===== src/rtl/icache_resp_collector.sv =====
// Collects the two 256-bit half-line read beats of each icache load transaction,
// assembles the 512-bit line and emits it to the icache with an ack to the requester.
//
// state | meaning
// IDLE  | waiting for a slot holding both halves; lowest index wins
// EMIT  | line_wr/ack high this cycle; selected slot is released
// GAP   | one-cycle bubble for the icache tag update
module icache_resp_collector #(
    parameter logic [5:0] CORENO = 6'd1,
    parameter logic [5:0] CID    = 6'd0,
    parameter int         ADR_W  = 32
) (
    input  logic                        clk,
    input  logic                        rst,
    input  logic                        resp_v,
    input  logic [5:0]                  resp_core,
    input  logic [5:0]                  resp_channel,
    input  logic [3:0]                  resp_tranid,
    input  logic                        resp_err,
    input  logic [255:0]                resp_dat,
    input  logic [15:0][ADR_W-1:0]      vtags,
    input  logic                        flush,
    output logic                        line_wr,
    output logic [ADR_W-1:0]            line_vadr,
    output logic [511:0]                line_dat,
    output logic                        line_err,
    output logic                        ack,
    output logic [7:0]                  drop_cnt
);

    typedef enum logic [1:0] {IDLE, EMIT, GAP} state_e;

    state_e               state_q, state_d;
    logic [1:0]           sel_q, sel_d;
    logic [3:0]           h0_v_q, h0_v_d, h1_v_q, h1_v_d, err_q, err_d;
    logic [3:0][255:0]    h0_q, h0_d, h1_q, h1_d;
    logic                 line_wr_q, line_wr_d, ack_q, ack_d, line_err_q, line_err_d;
    logic [ADR_W-1:0]     line_vadr_q, line_vadr_d;
    logic [511:0]         line_dat_q, line_dat_d;
    logic [7:0]           drop_cnt_q, drop_cnt_d;

    logic                 id_match, half_v, emitting, beat_ok, beat_bad, found;
    logic [1:0]           slot, pick_idx;
    logic [3:0]           complete;
    logic [ADR_W-1:0]     tag_sel;

    // Only every fourth tag entry and its upper bits are consumed.
    logic unused_vtags;
    assign unused_vtags = ^vtags;

    always_comb begin
        state_d     = state_q;
        sel_d       = sel_q;
        h0_v_d      = h0_v_q;
        h1_v_d      = h1_v_q;
        err_d       = err_q;
        h0_d        = h0_q;
        h1_d        = h1_q;
        line_wr_d   = 1'b0;
        ack_d       = 1'b0;
        line_err_d  = line_err_q;
        line_vadr_d = line_vadr_q;
        line_dat_d  = line_dat_q;
        drop_cnt_d  = drop_cnt_q;

        slot     = resp_tranid[3:2];
        id_match = resp_v && (resp_core == CORENO) && (resp_channel == CID);
        half_v   = resp_tranid[0] ? h1_v_q[slot] : h0_v_q[slot];
        emitting = (state_q == EMIT) && (sel_q == slot);
        beat_ok  = id_match && !flush && !resp_tranid[1] && !half_v && !emitting;
        beat_bad = id_match && !flush && (resp_tranid[1] || half_v || emitting);

        complete = h0_v_q & h1_v_q;
        found    = 1'b0;
        pick_idx = 2'd0;
        for (int i = 3; i >= 0; i--) begin
            if (complete[i]) begin
                found    = 1'b1;
                pick_idx = 2'(i);
            end
        end
        tag_sel = vtags[{pick_idx, 2'b00}];

        case (state_q)
            IDLE: begin
                if (found && !flush) begin
                    state_d     = EMIT;
                    sel_d       = pick_idx;
                    line_wr_d   = 1'b1;
                    ack_d       = 1'b1;
                    line_dat_d  = {h1_q[pick_idx], h0_q[pick_idx]};
                    line_err_d  = err_q[pick_idx];
                    line_vadr_d = {tag_sel[ADR_W-1:6], 6'd0};
                end
            end
            EMIT: begin
                h0_v_d[sel_q] = 1'b0;
                h1_v_d[sel_q] = 1'b0;
                err_d[sel_q]  = 1'b0;
                state_d       = GAP;
            end
            default: state_d = IDLE;
        endcase

        if (beat_ok) begin
            if (resp_tranid[0]) begin
                h1_d[slot]   = resp_dat;
                h1_v_d[slot] = 1'b1;
            end else begin
                h0_d[slot]   = resp_dat;
                h0_v_d[slot] = 1'b1;
            end
            err_d[slot] = err_q[slot] | resp_err;
        end

        if (flush) begin
            h0_v_d = '0;
            h1_v_d = '0;
            err_d  = '0;
        end

        if (beat_bad && (drop_cnt_q != 8'hFF))
            drop_cnt_d = drop_cnt_q + 8'd1;
    end

    always_ff @(posedge clk) begin
        if (rst) begin
            state_q     <= IDLE;
            sel_q       <= 2'd0;
            h0_v_q      <= '0;
            h1_v_q      <= '0;
            err_q       <= '0;
            line_wr_q   <= 1'b0;
            ack_q       <= 1'b0;
            line_err_q  <= 1'b0;
            line_vadr_q <= '0;
            line_dat_q  <= '0;
            drop_cnt_q  <= 8'd0;
        end else begin
            state_q     <= state_d;
            sel_q       <= sel_d;
            h0_v_q      <= h0_v_d;
            h1_v_q      <= h1_v_d;
            err_q       <= err_d;
            line_wr_q   <= line_wr_d;
            ack_q       <= ack_d;
            line_err_q  <= line_err_d;
            line_vadr_q <= line_vadr_d;
            line_dat_q  <= line_dat_d;
            drop_cnt_q  <= drop_cnt_d;
        end
    end

    // Half-line data is qualified by the valid bits, so it needs no reset.
    always_ff @(posedge clk) begin
        h0_q <= h0_d;
        h1_q <= h1_d;
    end

    assign line_wr   = line_wr_q;
    assign ack       = ack_q;
    assign line_err  = line_err_q;
    assign line_vadr = line_vadr_q;
    assign line_dat  = line_dat_q;
    assign drop_cnt  = drop_cnt_q;

endmodule


===== config.mk =====
export PLATFORM = sky130hd
export DESIGN_NAME = icache_resp_collector
export DESIGN_NICKNAME = d
export VERILOG_FILES = /design/src/rtl/icache_resp_collector.sv
export SDC_FILE = /design/constraint.sdc
export NUM_CORES = 2
export LEC_CHECK = 0
export ABC_AREA = 0
export CAP_MARGIN = 0
export CORE_AREA = 10 10 516 518
export CTS_BUF_LIST = sky130_fd_sc_hd__clkbuf_16
export CTS_CLUSTER_DIAMETER = 120
export DETAILED_ROUTE_END_ITERATION = 6
export DIE_AREA = 0 0 526 528
export GPL_ROUTABILITY_DRIVEN = 0
export PLACE_DENSITY = 0.59
export SLEW_MARGIN = 10
export SYNTH_ARGS = -nofsm -noshare
export SYNTH_HDL_FRONTEND = slang
export SYNTH_SLANG_ARGS = --single-unit

===== constraint.sdc =====
create_clock -name clk -period 94.5 [get_ports clk]
set_input_delay 18.9 -clock clk [delete_from_list [all_inputs] [get_ports clk]]
set_output_delay 18.9 -clock clk [all_outputs]
set_load 0.01 [all_outputs]

# Word level (Yosys, flattened, before mapping)
# Cells that the tools add are included.
# Widths: inputs -> output; s select.
[word_totals]
register_bits = 2612
latchBits = 0
ram_bits = 0
mem_bits_ro = 0
inputBits = 789
out_inout_bits = 555
word_cells = 108
n_memories = 0
[classes]
addsub = 1
n_mul = 0
n_div = 0
order_cmp = 6
eq_ne = 5
shifts = 0
mux = 43
bitwise = 10
n_reduce_logical = 25
[op_table]
columns = ["operator", "n"]
rows = [
  ["$bwmux 1024", 2],
  ["$bmux 256 s2", 2],
  ["$mux 256", 3],
  ["$demux 256 s2", 1],
  ["$bmux 32 s2", 1],
  ["$mux 32", 1],
  ["$mux 4", 8],
  ["$and 4x4->4", 4],
  ["$logic_and 1x1->1", 12],
  ["$mux 1", 12],
  ["$mux 2", 5],
  ["$lt 2x3->1 const B", 3],
  ["$add 8x1->8 const B", 1],
  ["$bmux 1 s2", 4],
  ["$ne 8x8->1 const B", 1],
  ["$or 4x4->4", 2],
  ["$eq 6x1->1 const B", 1],
  ["$logic_not 6->1", 1],
  ["$reduce_and 2->1", 3],
  ["$lt 4x5->1 const B", 1],
  ["$bwmux 4", 1],
  ["$demux 1 s2", 2],
  ["$ge 2x1->1 const B", 2],
  ["$logic_not 1->1", 4],
  ["other kinds (10)", 13],
]

# Longest topological paths before layout
[depth]
ltp_word = 10
ltp_mapped = 8
ltp_nobuf = 6

# Worst setup path after synthesis
# OpenSTA, ideal clock, no wires.
[synth_timing]
path_kind = "input -> register"
from = "input port resp_tranid[3]"
to = "register h0_q[0] (netlist bit), enable pin"
t_arrival_ns = 44.074
slack_ns = 48.926
stages = 6
path_cell_list = "clkbuf_2 -> mux2_2 -> o2bb2ai_1 -> o211ai_1 -> clkbuf_1 -> nor4_1"
[synth_via]
elab_chain_cells = 7
word_cells_on_any_way = 12
[synth_lines]
columns = ["item", "line_no", "source"]
rows = [
  ["from (decl)", "18", "input logic [3:0] resp_tranid,"],
  ["$bmux 1 s2", "68", "half_v = resp_tranid[0] ? h1_v_q[slot] : h0_v_q[slot];"],
  ["$mux 1 (not written as such)", "68", ""],
  ["$mux 1", "68", ""],
  ["$logic_not 1->1", "70", "beat_ok = id_match && !flush && !resp_tranid[1] && !half_v && !emitting;"],
  ["$logic_and 1x1->1", "70", ""],
  ["$logic_and 1x1->1 (*)", "70", ""],
  ["$reduce_and 2->1 (no line) (*)", "n/a", ""],
  ["to (signal assigned)", "156", "h0_q <= h0_d;"],
  ["to (decl)", "36", "logic [3:0][255:0] h0_q, h0_d, h1_q, h1_d;"],
]
# Every way passes the cells marked *; elsewhere a longest branch is shown, timed or not. The select of a mux whose other input is x is not followed.
# A chain may end at the register's enable or synchronous reset.

==> summary.txt <==
Cells and area
  – Area grow syn2layout: 23.4%
  – Nets: 5,917
  – Fin area: 114,000 um2
  – Fraction of layout cells with a size suffix above 1: 0.189
  – Fillers: 21.6k

Route
  – Vias: 45.2k
  – DR DRC count: 0
  – DR pass1 iterations: 7
  – Wire length per cell: 27.4 um
  – Final WL: 239,000 um
  – Vias per cell: 5.17
  – Initial DRC count: 3,532
  – Antenna Nets Post-Route: 0

Logic synthesis
  – Most numerous cell in the Yosys netlist: edfxtp_1
  – Synth cell count leaders: 2,048 x edfxtp_1, 564 x dfxtp_1, 540 x mux4_2
  – YS warnings: 0
  – Syn_area_per_cell: 22.6 um2
  – Async set-reset flop share out of synthesis: 0
  – Post-Syn Area: 92,100 um2
  – Top cell type's share of synthesized area: 0.668
  – Post-synthesis cell count: 4,080
  – Netlist cell types: 42
  – Synth top area cells: edfxtp_1 67%, mux4_2 13%, dfxtp_1 12%, a22o_1 5.1%, buf_2 0.89%
  – Synth Flop Type: edfxtp_1
  – Seq/Total Area, Yosys: 0.790
  – Yosys reg bits: 2,612
  – Yosys top cell by area: edfxtp_1
  – Number of synthesized flops with an enable pin: 2,048

Setup path
  – CP startpoint kind: primary input
  – Worst Path Max Fanout: 77
  – Critical path type: primary input to flip-flop
  – Worst EP arrival: 24,640 ps
  – Kind of end point of the critical path: flip-flop
  – Worst reg2reg path depth: 8
  – Worst path required time: 95,310 ps

Global routing
  – Total grt overflow: 0
  – All-Layer GR Usage: 0.167
  – Vias in the first global route: 46.6k
  – Largest net degree at the start of global routing: 136
  – Antenna violations before repair: 65
  – First-pass GRT wire length: 344,000 um

Placement
  – Dpl cell area: 105,000 um2
  – Number of I/O port buffers: 929
  – Pre-CTS setup slack: 69,710 ps
  – DPL Wire Length: 140,000 um

Clock tree
  – Num CTS Buffers: 290
  – Postcts setup bufs: 0
  – Post-CTS sizing: 0
  – Clock sinks: 2,612
  – Root buf cell: clkbuf_16
  – CTS H-Tree Depth: 5
  – Worst-path clk slew: 60 ps
  – Hold-fix buffers, CTS: 0
  – CTS Buffer Depth: 4
  – Worst-Skew Late Latency: 900 ps
  – CTS tree: built

Timing
  – Slew Limit Fails: 0
  – Final hold vios: 0
  – Time the worst path needs with I/O delays and setup: 23,820 ps
  – FMAX: 42.0 MHz
  – Final setup margin: 70,680 ps
  – Worst-margin pin slew: 1350 ps
  – Setup violators final: 0
  – Final worst-path cycle share: 0.252
  – Worst Skew: 50.9 ps
  – RSZ-0062 raised after global routing: no
  – Slew HR: 0.102
  – Setup tns final: 0 ps

Status
  – Status: complete, no violations

Floorplanning
  – Initial core utilization: 0.360
  – Row count: 186
  – Total die area: 278,000 um2
  – Die H: 528 um
  – Die X: 526 um
  – Top-Level Pins: 1,344
  – Core area: 256,000 um2

Power and ir drop
  – Peak supply drop: 17.8 uV
  – Cell area power density: 20.4 nW/um2
  – Leakage power: 36.0 nW

Worst hold path
  – Hold path cells: 1
  – Min-Delay Path Class: flip-flop to flip-flop

Run
  – Max Cap Viol: 0
==> report_power, final <==
group	internal, mW	total (mW)	switching [mW]
combinational	0.0151	0.0347	0.0195
sequential	1.24	1.24	0.00000111
clock	0.607	1.05	0.439
total	1.86	2.32	0.459
==> flip-flops by register name, indices dropped and copies added (netlist names), 4 cells and up <==
register / count
drop_cnt: 8
h1_q: 1024
err_q: 4
h0_q: 1024
h0_v_q: 4
line_vadr: 26
line_dat: 512
h1_v_q: 4
==> cell families after synthesis <==
logic type,count (synthesis),synth area share
compound gates,585,0.0547
buf+inv,258,0.0176
simple gates,75,0.00417
xor+xnor,2,0.000190
fa+ha+maj,1,0.000136
flops,2612,0.790
mux,546,0.133
other cells,1,0.0000407
==> final timing paths <==
path         slack [ps]                         end                  startpoint
max               70680   line_dat[48]$_SDFFE_PP0P_                         rst
min                 480  line_dat[342]$_SDFFE_PP0P_  line_dat[342]$_SDFFE_PP0P_
max reg2reg       88770   line_dat[48]$_SDFFE_PP0P_        h1_v_q[0]$_SDFF_PP0_
min reg2reg         480  line_dat[342]$_SDFFE_PP0P_  line_dat[342]$_SDFFE_PP0P_
==> cell usage in the layout, fill, tap and decap left out, types with 11 or more instances in the layout <==
master,instances
edfxtp_1,2048
clkdlybuf4s50_1,929
dfxtp_1,564
mux4_2,540
a22o_1,539
clkbuf_16,296
inv_1,88
buf_4,66
clkinv_1,55
clkinv_2,40
nand2_1,20
diode_2,19
bufinv_16,15
o31ai_1,11
buf_12,11
==> area by class of cell <==
cell class	instances	area, um2	share of cell area
flip-flops and latches	2612	72800	0.640
inverters	2	7.51	0.0000660
diodes	19	47.5	0.000418
clock inverters	216	1400	0.0123
clock buffers	296	7410	0.0652
repair buffers	1006	10000	0.0881
multi-input cells	1215	17800	0.156
well taps	3384	4230	0.0372
==> layer usage <==
layer	routed length (um)	share of wire	GRT usage
met4	7590	0.032	0.0552
met5	345	0.0014	0
met1	95900	0.40	0.209
met2	117000	0.49	0.274
met3	18800	0.078	0.0541
==> critical path: stages <==
cell and delay, ps:
clkdlybuf4s50_1 810, nor2_4 940, buf_4 840, buf_4 790, buf_4 820, buf_4 870
a22o_1 270
==> per-stage QoR <==
stage	total power [mW]	instances	hold slack [ps]	utilization
after floorplan	1.27	4085	455	-
after global placement	1.29	8219	458	0.410
after detailed placement	1.30	8219	463	0.410
after CTS	2.35	8731	480	0.444
after global routing	2.39	8746	490	0.444
final	2.32	8750	475	0.444
Note: power is estimated with default switching activity, not from simulation.
